--- config.mk ---
export PLATFORM = sky130hd
export DESIGN_NAME = frame_scanout_flat
export DESIGN_NICKNAME = d
export VERILOG_FILES = /design/src/rtl/fractal_pkg.sv /design/src/rtl/frame_scanout_if.sv /design/src/rtl/pixel_fifo2.sv /design/src/rtl/frame_scanout.sv /design/src/flat_wrapper.sv
export SDC_FILE = /design/constraint.sdc
export NUM_CORES = 1
export LEC_CHECK = 0
export ABC_CLOCK_PERIOD_IN_PS = 4700
export CORE_ASPECT_RATIO = 1.25
export CORE_MARGIN = 2
export CORE_UTILIZATION = 56
export DETAILED_ROUTE_END_ITERATION = 16
export HOLD_SLACK_MARGIN = 0.06
export PLACE_DENSITY = 0.8
export SLEW_MARGIN = 20
export SYNTH_ARGS = -nofsm -noshare
export SYNTH_HDL_FRONTEND = slang
export SYNTH_SLANG_ARGS = --single-unit
--- constraint.sdc ---
create_clock -name clock -period 4.7 [get_ports clock]
set_input_delay 0.705 -clock clock [delete_from_list [all_inputs] [get_ports clock]]
set_output_delay 0.705 -clock clock [all_outputs]
set_load 0.02 [all_outputs]
--- src/rtl/fractal_pkg.sv ---
// Shared types and constants for the fractal solver read side: result widths,
// RGB332 palette, scan FSM states and the buffered pixel record.
package fractal_pkg;

  localparam int unsigned RESULT_W    = 4;
  localparam int unsigned ADDR_W      = 19;
  localparam int unsigned SOLVER_ID_W = 6;
  localparam int unsigned X_W         = 10;
  localparam int unsigned Y_W         = 9;

  localparam logic [7:0] PALETTE [0:7] = '{
    8'h92, 8'hE0, 8'hFC, 8'h1C, 8'h1F, 8'h03, 8'hE3, 8'hFF
  };

  typedef enum logic [1:0] {
    StIdle,
    StStream,
    StDrain
  } state_e;

  typedef struct packed {
    logic [7:0]     color;
    logic [X_W-1:0] x;
    logic [Y_W-1:0] y;
    logic           sof;
    logic           eol;
  } pix_entry_t;

  // Negative results are inside the set and render black.
  function automatic logic [7:0] color_map(input logic [RESULT_W-1:0] v);
    if (v[RESULT_W-1]) begin
      return 8'h00;
    end
    return PALETTE[v[2:0]];
  endfunction

endpackage

--- src/rtl/frame_scanout_if.sv ---
// Solver-bank read port plus the pixel stream towards the display FIFO.
interface frame_scanout_if;
  import fractal_pkg::*;

  logic [SOLVER_ID_W-1:0] rd_solver_id;
  logic [ADDR_W-1:0]      rd_addr;
  logic [RESULT_W-1:0]    rd_data_in;
  logic                   pix_valid;
  logic                   pix_ready;
  logic [7:0]             pix_data;
  logic [X_W-1:0]         pix_x;
  logic [Y_W-1:0]         pix_y;
  logic                   pix_sof;
  logic                   pix_eol;

  modport master (
    output rd_solver_id, rd_addr,
    input  rd_data_in,
    output pix_valid, pix_data, pix_x, pix_y, pix_sof, pix_eol,
    input  pix_ready
  );

  modport slave (
    input  rd_solver_id, rd_addr,
    output rd_data_in,
    input  pix_valid, pix_data, pix_x, pix_y, pix_sof, pix_eol,
    output pix_ready
  );

endinterface

--- src/rtl/pixel_fifo2.sv ---
// Two-entry FIFO with occupancy output, same-cycle push/pop and synchronous flush.
module pixel_fifo2 #(
  parameter int unsigned Width = 8
) (
  input  logic             clock,
  input  logic             reset,
  input  logic             flush_i,
  input  logic             push_i,
  input  logic [Width-1:0] wdata_i,
  input  logic             pop_i,
  output logic [Width-1:0] rdata_o,
  output logic [1:0]       count_o
);

  logic [Width-1:0] mem_q [2];
  logic             rd_ptr_q;
  logic             wr_ptr_q;
  logic [1:0]       count_q;
  logic             do_push;
  logic             do_pop;

  assign do_pop  = pop_i && (count_q != 2'd0);
  assign do_push = push_i && ((count_q != 2'd2) || do_pop);

  always_ff @(posedge clock) begin
    if (reset) begin
      mem_q[0] <= '0;
      mem_q[1] <= '0;
      rd_ptr_q <= 1'b0;
      wr_ptr_q <= 1'b0;
      count_q  <= 2'd0;
    end else if (flush_i) begin
      rd_ptr_q <= 1'b0;
      wr_ptr_q <= 1'b0;
      count_q  <= 2'd0;
    end else begin
      if (do_push) begin
        mem_q[wr_ptr_q] <= wdata_i;
        wr_ptr_q        <= ~wr_ptr_q;
      end
      if (do_pop) begin
        rd_ptr_q <= ~rd_ptr_q;
      end
      count_q <= count_q + {1'b0, do_push} - {1'b0, do_pop};
    end
  end

  assign rdata_o = mem_q[rd_ptr_q];
  assign count_o = count_q;

endmodule

--- src/rtl/frame_scanout.sv ---
// Raster-order scan of the interleaved solver banks: one read per cycle under a
// credit limit, colour-mapped into a 2-entry buffer and streamed out valid/ready.
module frame_scanout import fractal_pkg::*; #(
  parameter int unsigned NUM_SOLVERS = 1,
  parameter int unsigned NUM_COLUMNS = 640,
  parameter int unsigned NUM_ROWS    = 480
) (
  input  logic                   clock,
  input  logic                   reset,
  input  logic                   start_i,
  input  logic                   solver_done_i,
  frame_scanout_if.master        bus,
  output logic                   busy_o,
  output logic                   aborted_o,
  output logic [15:0]            frame_count_o
);

  localparam logic [SOLVER_ID_W-1:0] BankLast = SOLVER_ID_W'(NUM_SOLVERS - 1);
  localparam logic [X_W-1:0]         ColLast  = X_W'(NUM_COLUMNS - 1);
  localparam logic [Y_W-1:0]         RowLast  = Y_W'(NUM_ROWS - 1);

  state_e                 state_q;
  logic [SOLVER_ID_W-1:0] bank_q;
  logic [ADDR_W-1:0]      word_q;
  logic [X_W-1:0]         x_q;
  logic [Y_W-1:0]         y_q;
  logic                   rd_pend_q;
  logic [X_W-1:0]         pend_x_q;
  logic [Y_W-1:0]         pend_y_q;
  logic                   pend_sof_q;
  logic                   pend_eol_q;
  logic                   aborted_q;
  logic [15:0]            frame_count_q;

  logic       active;
  logic       abort;
  logic       pop;
  logic       issue;
  logic       last_px;
  logic [2:0] occupancy;
  logic [1:0] fifo_count;
  pix_entry_t push_entry;
  pix_entry_t head;

  assign active  = (state_q != StIdle);
  assign abort   = active && !solver_done_i;
  assign pop     = bus.pix_valid && bus.pix_ready;
  assign last_px = (x_q == ColLast) && (y_q == RowLast);

  // Slots committed after this cycle's pop; a new read needs one to spare.
  assign occupancy = {1'b0, fifo_count} + {2'b00, rd_pend_q} - {2'b00, pop};
  assign issue     = (state_q == StStream) && solver_done_i && (occupancy <= 3'd1);

  always_comb begin
    push_entry       = '0;
    push_entry.color = color_map(bus.rd_data_in);
    push_entry.x     = pend_x_q;
    push_entry.y     = pend_y_q;
    push_entry.sof   = pend_sof_q;
    push_entry.eol   = pend_eol_q;
  end

  pixel_fifo2 #(
    .Width($bits(pix_entry_t))
  ) u_fifo (
    .clock   (clock),
    .reset   (reset),
    .flush_i (abort),
    .push_i  (rd_pend_q),
    .wdata_i (push_entry),
    .pop_i   (pop),
    .rdata_o (head),
    .count_o (fifo_count)
  );

  always_ff @(posedge clock) begin
    if (reset) begin
      state_q       <= StIdle;
      bank_q        <= '0;
      word_q        <= '0;
      x_q           <= '0;
      y_q           <= '0;
      rd_pend_q     <= 1'b0;
      pend_x_q      <= '0;
      pend_y_q      <= '0;
      pend_sof_q    <= 1'b0;
      pend_eol_q    <= 1'b0;
      aborted_q     <= 1'b0;
      frame_count_q <= '0;
    end else begin
      aborted_q <= 1'b0;
      case (state_q)
        StIdle: begin
          rd_pend_q <= 1'b0;
          if (start_i && solver_done_i) begin
            state_q <= StStream;
            bank_q  <= '0;
            word_q  <= '0;
            x_q     <= '0;
            y_q     <= '0;
          end
        end
        StStream, StDrain: begin
          if (abort) begin
            state_q   <= StIdle;
            rd_pend_q <= 1'b0;
            aborted_q <= 1'b1;
          end else begin
            rd_pend_q <= issue;
            if (issue) begin
              pend_x_q   <= x_q;
              pend_y_q   <= y_q;
              pend_sof_q <= (x_q == '0) && (y_q == '0);
              pend_eol_q <= (x_q == ColLast);
              if (last_px) begin
                // Address is left on the final pixel rather than stepping past it.
                state_q <= StDrain;
              end else begin
                if (bank_q == BankLast) begin
                  bank_q <= '0;
                  word_q <= word_q + 1'b1;
                end else begin
                  bank_q <= bank_q + 1'b1;
                end
                if (x_q == ColLast) begin
                  x_q <= '0;
                  y_q <= y_q + 1'b1;
                end else begin
                  x_q <= x_q + 1'b1;
                end
              end
            end
            if ((state_q == StDrain) && (fifo_count == 2'd0) && !rd_pend_q) begin
              state_q       <= StIdle;
              frame_count_q <= frame_count_q + 16'd1;
            end
          end
        end
        default: state_q <= StIdle;
      endcase
    end
  end

  assign bus.rd_solver_id = bank_q;
  assign bus.rd_addr      = word_q;
  assign bus.pix_valid    = (fifo_count != 2'd0);
  assign bus.pix_data     = head.color;
  assign bus.pix_x        = head.x;
  assign bus.pix_y        = head.y;
  assign bus.pix_sof      = head.sof;
  assign bus.pix_eol      = head.eol;
  assign busy_o           = active;
  assign aborted_o        = aborted_q;
  assign frame_count_o    = frame_count_q;

endmodule

--- src/flat_wrapper.sv ---
// flat-port wrapper written by rule: the top's interface ports become plain ports
module frame_scanout_flat import fractal_pkg::*;
#(
  parameter int unsigned NUM_SOLVERS = 1,
  parameter int unsigned NUM_COLUMNS = 640,
  parameter int unsigned NUM_ROWS    = 480
)
  (clock, reset, start_i, solver_done_i, busy_o, aborted_o, frame_count_o, bus_rd_solver_id, bus_rd_addr, bus_rd_data_in, bus_pix_valid, bus_pix_data, bus_pix_x, bus_pix_y, bus_pix_sof, bus_pix_eol, bus_pix_ready);
  frame_scanout_if bus_i ();
  input  logic clock;
  input  logic reset;
  input  logic start_i;
  input  logic solver_done_i;
  output logic busy_o;
  output logic aborted_o;
  output logic [15:0] frame_count_o;
  output wire logic [$bits(bus_i.rd_solver_id)-1:0] bus_rd_solver_id;
  output wire logic [$bits(bus_i.rd_addr)-1:0] bus_rd_addr;
  input wire logic [$bits(bus_i.rd_data_in)-1:0] bus_rd_data_in;
  output wire logic [$bits(bus_i.pix_valid)-1:0] bus_pix_valid;
  output wire logic [$bits(bus_i.pix_data)-1:0] bus_pix_data;
  output wire logic [$bits(bus_i.pix_x)-1:0] bus_pix_x;
  output wire logic [$bits(bus_i.pix_y)-1:0] bus_pix_y;
  output wire logic [$bits(bus_i.pix_sof)-1:0] bus_pix_sof;
  output wire logic [$bits(bus_i.pix_eol)-1:0] bus_pix_eol;
  input wire logic [$bits(bus_i.pix_ready)-1:0] bus_pix_ready;
  assign bus_rd_solver_id = bus_i.rd_solver_id;
  assign bus_rd_addr = bus_i.rd_addr;
  assign bus_i.rd_data_in = bus_rd_data_in;
  assign bus_pix_valid = bus_i.pix_valid;
  assign bus_pix_data = bus_i.pix_data;
  assign bus_pix_x = bus_i.pix_x;
  assign bus_pix_y = bus_i.pix_y;
  assign bus_pix_sof = bus_i.pix_sof;
  assign bus_pix_eol = bus_i.pix_eol;
  assign bus_i.pix_ready = bus_pix_ready;
  frame_scanout #(.NUM_SOLVERS(NUM_SOLVERS), .NUM_COLUMNS(NUM_COLUMNS), .NUM_ROWS(NUM_ROWS)) u_core (.clock(clock), .reset(reset), .start_i(start_i), .solver_done_i(solver_done_i), .bus(bus_i), .busy_o(busy_o), .aborted_o(aborted_o), .frame_count_o(frame_count_o));
endmodule
==> reports/qor.yml, run 1 <==
yosysTopAreaCell: "dfxtp_1"
seq_area_frac_synth_pct: 48.4
yosys.area_share.xor_xnor_pct: 2.11
initial_core_util_pct: 57.9
overflow: 0
num_vias: 5860
status: "complete, no violations"
setup_viol: 0
critical-path-max-stage-delay_ns: 0.64
synthArstFlopShare_pct: 0
worstHoldStart: "u_core.pend_y_q[5]$_SDFFE_PP0P_"
die_area_um2: 13500
synth_top_area_share_pct: 25.5
crit_family: "simple AND/OR/NAND/NOR gates"
synth_common_cells: "90 x dfxtp_1, 90 x nand2_1, 57 x nor2_1, 54 x edfxtp_1, 47 x and2_1"
layout-area-overhead-vs-synth_pct: 20.8
cts_resized: 0
track_usage_pct: 24.3
antenna_found_initial: 0
swShare_pct: 25.2
period_needed_ns: 3.86
slew_violations: 0
multiInputGateArea_um2: 3360
relSlewSlack_pct: 30.3
total_leakage_power_uw: 0.00299
synth_top_family_by_area: "simple AND/OR/NAND/NOR gates"
crit_top_cell: "inv_1"
tightestPinTransition_ns: 1.04
worst-endpoint-required_ns: 5.01
viasPerCell: 5.96
drtAntennaViolNets: 0
total_power_uw: 2990
grt_pass1_vias: 5637
comb_power_share_pct: 11.6
cts_buffers: 17
muxShareOfSynthArea_pct: 4.62
seq_area_um2: 3420
ys_ff_latch: 144
syn_nets: 773
synth-simple-area-share_pct: 23.1
grt_max_degree: 56
maxCapViolCount: 0
syn-cell-area_um2: 7070
num_antenna_cells: 0
clock_power_share_pct: 43.5
wire_per_inst_um: 16.5
dp_hpwl_mm: 10.9
clkSinkCount: 144
clk_latency_ns: 0.42
yosys-top-cells-area: "dfxtp_1 25%, edfxtp_1 23%, nand2_1 4.8%"
core-area_um2: 12200
synthAdderAreaFrac_pct: 3.82
wl_mm: 16.2
synth_cell_type_count: 67
gp_congestion: 0.897
worst_r2r_startpoint: "u_core.u_fifo.count_o[1]$_SDFF_PP0_"
rr_worst_depth: 13
path_buf_inv: 3
cp_cell_sequence: "or2_2 > nand2_1 > inv_1 > ha_1 > inv_1 > ha_1 > inv_1 > fa_1 > xnor2_1 > a21oi_1 > or3_1 > or3_1 > o41ai_1"
drc: 0
portBuffers: 81
r2r-end: "u_core.bus.rd_solver_id[5]$_SDFFE_PP0P_"
cts_tree: "done"
switchingPower_uw: 755
hold_buffers: 0
grt_pass1_wl_mm: 26.8
rsz0062_at_grt: "false"
p_int_uw: 2240
whs_path_depth: 2
hold_class: "reg -> reg"
synth_compound_gate_area_share_pct: 13.5
crit_path_end_kind: "flop"
final_nets: 837
rows: 45
synth_cells: 743
power_density_nw_per_um2: 350
period_share_pct: 82.2
cp_max_fo: 14
postSynthAreaPerCell_um2: 9.51
synth_warnings: 0
reg2reg_slack_ns: 0.84
p_seq_share_pct: 44.9
final_hold_viol_count: 0
die_x_um: 104
dr.pass1.iters: 6
vdd.ir_drop.worst_v: 0.000249
fin_setup_tns_ns: 0
cts-root-buf: "clkbuf_16"
clk_path_buf_depth: 2
drive_above_1_share_pct: 10.5
h-tree-depth: 4
drtIter0Drc: 440
cts_setup_buffers: 0
hold_path_end: "u_core.pend_y_q[5]$_SDFFE_PP0P_"
cpMaxStageDelayCell: "or3_1"
synth_edf_count: 54
criticalPathCategory: "reg -> reg"
clock_skew_ns: 0.0111
fillers: 912
pin_count: 82
cp-start-kind: "flop"
synth_ff_type: "dfxtp_1"
cp.arrival_ns: 4.18
clkTransAtPathRegs_ns: 0.06
max_freq_ghz: 0.259
dieHeight_um: 130
crit_start: "u_core.u_fifo.count_o[1]$_SDFF_PP0_"
-- sequential cells by signal, indices dropped and copies added, names as in the netlist, 2 cells and up, named ones only --
name                     flops
u_core.x_q                  10
u_core.state_q               2
u_core.u_fifo.mem_q         54
u_core.y_q                   9
u_core.u_fifo.count_o        2
u_core.bus.rd_addr          19
u_core.bus.rd_solver_id      6
u_core.pend_y_q              9
u_core.frame_count_o        16
u_core.pend_x_q             10
-- cells in the final DEF, fill, tap and decap left out, types with 12 or more instances in the layout --
cell type        Yosys  layout
a21oi_1             44      44
and2_1              47      47
clkbuf_16            0      17
clkdlybuf4s50_1      0      80
dfxtp_1             90      89
edfxtp_1            54      54
ha_1                20      20
inv_1               29      29
mux2_2              29      29
nand2_1             90      90
nand3_1             28      28
nand4_1             12      12
nor2_1              57      57
-- routing by layer --
layer / global-route usage, % / wire [um] / vias up
li1: - / - / 2804
met1: 28.8 / 6620 / 2780
met2: 42.3 / 8230 / 238
met3: 5.84 / 957 / 38
met4: 10.7 / 404 / 0
met5: 0 / 0 / -
-- layout make-up --
type / instances / share of cell area (%)
Inverter: 29 / 1.27
Clock inverter: 13 / 1.63
Timing Repair Buffer: 90 / 10.2
Clock buffer: 19 / 5.07
Tap cell: 164 / 2.40
Sequential cell: 144 / 40.1
Multi-Input combinational cell: 525 / 39.3
-- worst register-to-register path, stage by stage (launching register included) --
cell	delay, ns
dfxtp_1	0.42
or2_2	0.35
nand2_1	0.15
inv_1	0.06
ha_1	0.28
inv_1	0.06
ha_1	0.13
inv_1	0.04
fa_1	0.40
xnor2_1	0.26
a21oi_1	0.17
or3_1	0.64
or3_1	0.48
o41ai_1	0.33
-- cells by family after synthesis --
group,after synthesis
AO/OA/AOI/OAI,142
XOR/XNOR,17
adder cells (fa/ha/maj),21
buffers and inverters,74
flip-flops,144
multiplexers,29
AND/OR/NAND/NOR,316
-- metrics by stage --
step	std cells	cell area [um^2]	hold WS (ns)	utilization [%]	worst slack (ns)
after CTS	984	8530	0.467	69.8	0.865
after detailed placement	952	7960	0.459	65.2	0.508
after global routing	984	8540	0.489	69.9	0.595
final	984	8540	0.464	69.9	0.835
after floorplan	743	7070	0.440	-	1.26
after global placement	952	7960	0.448	65.1	0.638
-- power by group through the flow --
stage               combinational (uW)  clock [uW]  sequential (uW)
finish                             347        1300             1340
floorplan                          241           0             1350
global placement                   330           0             1370
detailed placement                 340           0             1370
global route                       374        1360             1350
CTS                                345        1310             1340
-- worst max path at each step --
stage,endpoint,cells after the start
after CTS,u_core.bus.rd_solver_id[3]$_SDFFE_PP0P_,13
after global routing,u_core.bus.rd_solver_id[5]$_SDFFE_PP0P_,13
after detailed placement,u_core.bus.rd_solver_id[3]$_SDFFE_PP0P_,13
after global placement,u_core.bus.rd_solver_id[5]$_SDFFE_PP0P_,13
after floorplan,u_core.bus.rd_solver_id[3]$_SDFFE_PP0P_,14
final,u_core.bus.rd_solver_id[5]$_SDFFE_PP0P_,13
No activity file was read; power rests on OpenSTA's default activity.
==> inputs of run 2 (changes only) <==
- ABC_CLOCK_PERIOD_IN_PS: 4700 -> 3600
- clock period: 4.7 -> 3.6 ns (I/O delays scaled with it)
==> reports/qor.yml, run 2 (synthesized netlist as in run 1, its figures left out) <==
layout_common_cells: "90 x nand2_1, 90 x dfxtp_1, 80 x clkdlybuf4s50_1"
clk_latency_ns: 0.42
rsz0062_at_grt: "false"
cts_tree: "done"
tightestPinTransition_ns: 0.801
drtAntennaViolNets: 0
power_density_nw_per_um2: 461
gp_congestion: 0.896
cts_setup_buffers: 0
final_hold_viol_count: 0
drtIter0Drc: 461
hold_path_end: "u_core.pend_x_q[8]$_SDFFE_PP0P_"
overflow: 0
period_needed_ns: 3.39
grt_max_degree: 48
wl_mm: 17.0
die_area_um2: 13500
vdd.ir_drop.worst_v: 0.000349
drive_above_1_share_pct: 12.8
cp_cell_sequence: "or2_2 > nand2_1 > inv_1 > ha_1 > inv_1 > ha_1 > inv_1 > fa_1 > and3_1 > a21oi_1 > or3_1 > buf_4 > o311ai_1 > o41ai_1"
initial_core_util_pct: 57.9
worst_r2r_startpoint: "u_core.u_fifo.count_o[1]$_SDFF_PP0_"
rr_worst_depth: 14
antenna_found_initial: 1
whs_path_depth: 2
top_register: "u_core.u_fifo.mem_q"
worst-endpoint-required_ns: 3.89
dp_hpwl_mm: 11.6
layout-area-overhead-vs-synth_pct: 23.6
reg2reg_slack_ns: 0.21
cpMaxStageDelayCell: "fa_1"
clkSinkCount: 144
num_antenna_cells: 0
dp_cells: 976
grt_pass1_vias: 6015
cts-root-buf: "clkbuf_16"
viasPerCell: 6.04
maxCapViolCount: 0
crit_top_cell: "inv_1"
setup_viol: 0
relSlewSlack_pct: 46.5
path_buf_inv: 4
die_x_um: 104
track_usage_pct: 26.1
hold_class: "reg -> reg"
crit_family: "simple AND/OR/NAND/NOR gates"
wire_per_inst_um: 16.9
r2r-end: "u_core.bus.rd_solver_id[2]$_SDFFE_PP0P_"
critical-path-max-stage-delay_ns: 0.53
cp_max_fo: 5
fin_cells: 1008
status: "complete, no violations"
criticalPathCategory: "reg -> reg"
grt_pass1_wl_mm: 28.6
pin_count: 82
total_leakage_power_uw: 0.00314
cp-start-kind: "flop"
final_nets: 861
dieHeight_um: 130
h-tree-depth: 4
period_share_pct: 94.2
core-area_um2: 12200
dr.pass1.iters: 6
worstHoldStart: "u_core.pend_x_q[8]$_SDFFE_PP0P_"
cp.arrival_ns: 3.68
clk_path_buf_depth: 2
clock_skew_ns: 0.00884
rows: 45
num_vias: 6089
largest_reg_flops: 54
cts_buffers: 17
portBuffers: 81
clkTransAtPathRegs_ns: 0.06
slew_violations: 0
post-route-util_pct: 71.5
max_freq_ghz: 0.295
crit_path_end_kind: "flop"
drc: 0
## run 2: changes by cell type in the layout (fill, tap and decap cells not counted), sizes merged
cell      change
clkinvlp      -1
buf          +24
clkinv        -1
inv           +1
bufinv        +1
## run 2: cell type report
type                    instances  area (um^2)
inverters                      29          109
fillers                       913         3480
flip-flops and latches        144         3420
clock inverters                13          163
well taps                     164          205
multi-input cells             525         3350
clock buffers                  19          433
repair buffers                114         1050
## run 2: worst register-to-register path, stage by stage, from the launching register on
cell	delay, ns
dfxtp_1	0.31
or2_2	0.30
nand2_1	0.09
inv_1	0.05
ha_1	0.29
inv_1	0.06
ha_1	0.13
inv_1	0.05
fa_1	0.53
and3_1	0.21
a21oi_1	0.09
or3_1	0.49
buf_4	0.19
o311ai_1	0.34
o41ai_1	0.14
## run 2: worst max path at each step
stage	from	cells past startpoint	endpoint	slack, ns
2_1_floorplan	u_core.u_fifo.count_o[1]$_SDFF_PP0_	14	u_core.bus.rd_solver_id[3]$_SDFFE_PP0P_	0.16
3_5_place_dp	bus_pix_ready	13	u_core.bus.rd_solver_id[3]$_SDFFE_PP0P_	-0.19
3_3_place_gp	bus_pix_ready	13	u_core.bus.rd_solver_id[5]$_SDFFE_PP0P_	0.002
4_1_cts	u_core.u_fifo.count_o[1]$_SDFF_PP0_	13	u_core.bus.rd_solver_id[3]$_SDFFE_PP0P_	0.11
5_1_grt	u_core.u_fifo.count_o[1]$_SDFF_PP0_	13	u_core.bus.rd_solver_id[3]$_SDFFE_PP0P_	0.02
6_report	u_core.u_fifo.count_o[1]$_SDFF_PP0_	14	u_core.bus.rd_solver_id[2]$_SDFFE_PP0P_	0.21
## run 2: repair_timing
item,CTS,global route
gates resized for setup,0,4
hold buffers,0,0
endpoints found under the setup margin,0,3
## run 2: per-stage QoR
step / total power, uW / hold WS, ns / setup slack [ns] / cell area, um^2 / TNS (ns)
6_report: 4030 / 0.466 / 0.207 / 8740 / 0
5_1_grt: 4140 / 0.494 / 0.0171 / 8740 / 0
4_1_cts: 4030 / 0.453 / 0.112 / 8720 / 0
3_5_place_dp: 2280 / 0.459 / -0.192 / 8130 / -0.441
3_3_place_gp: 2260 / 0.451 / 0.00231 / 8130 / 0
2_1_floorplan: 2080 / 0.440 / 0.164 / 7070 / 0
## run 2: metal layers
metal  GRT usage, %  wire length, um  up-vias
li1               -                -     2863
met1           29.6             6820     2917
met2           46.7             8750      250
met3           6.04              972       57
met4           12.6              482        2
met5              0               13        -
## run 2: report_power, final
| part | internal (uW) | switching (uW) | total [uW] |
|---|---|---|---|
| sequential | 1720 | 12.7 | 1730 |
| clock | 1090 | 674 | 1760 |
| combinational | 219 | 309 | 528 |
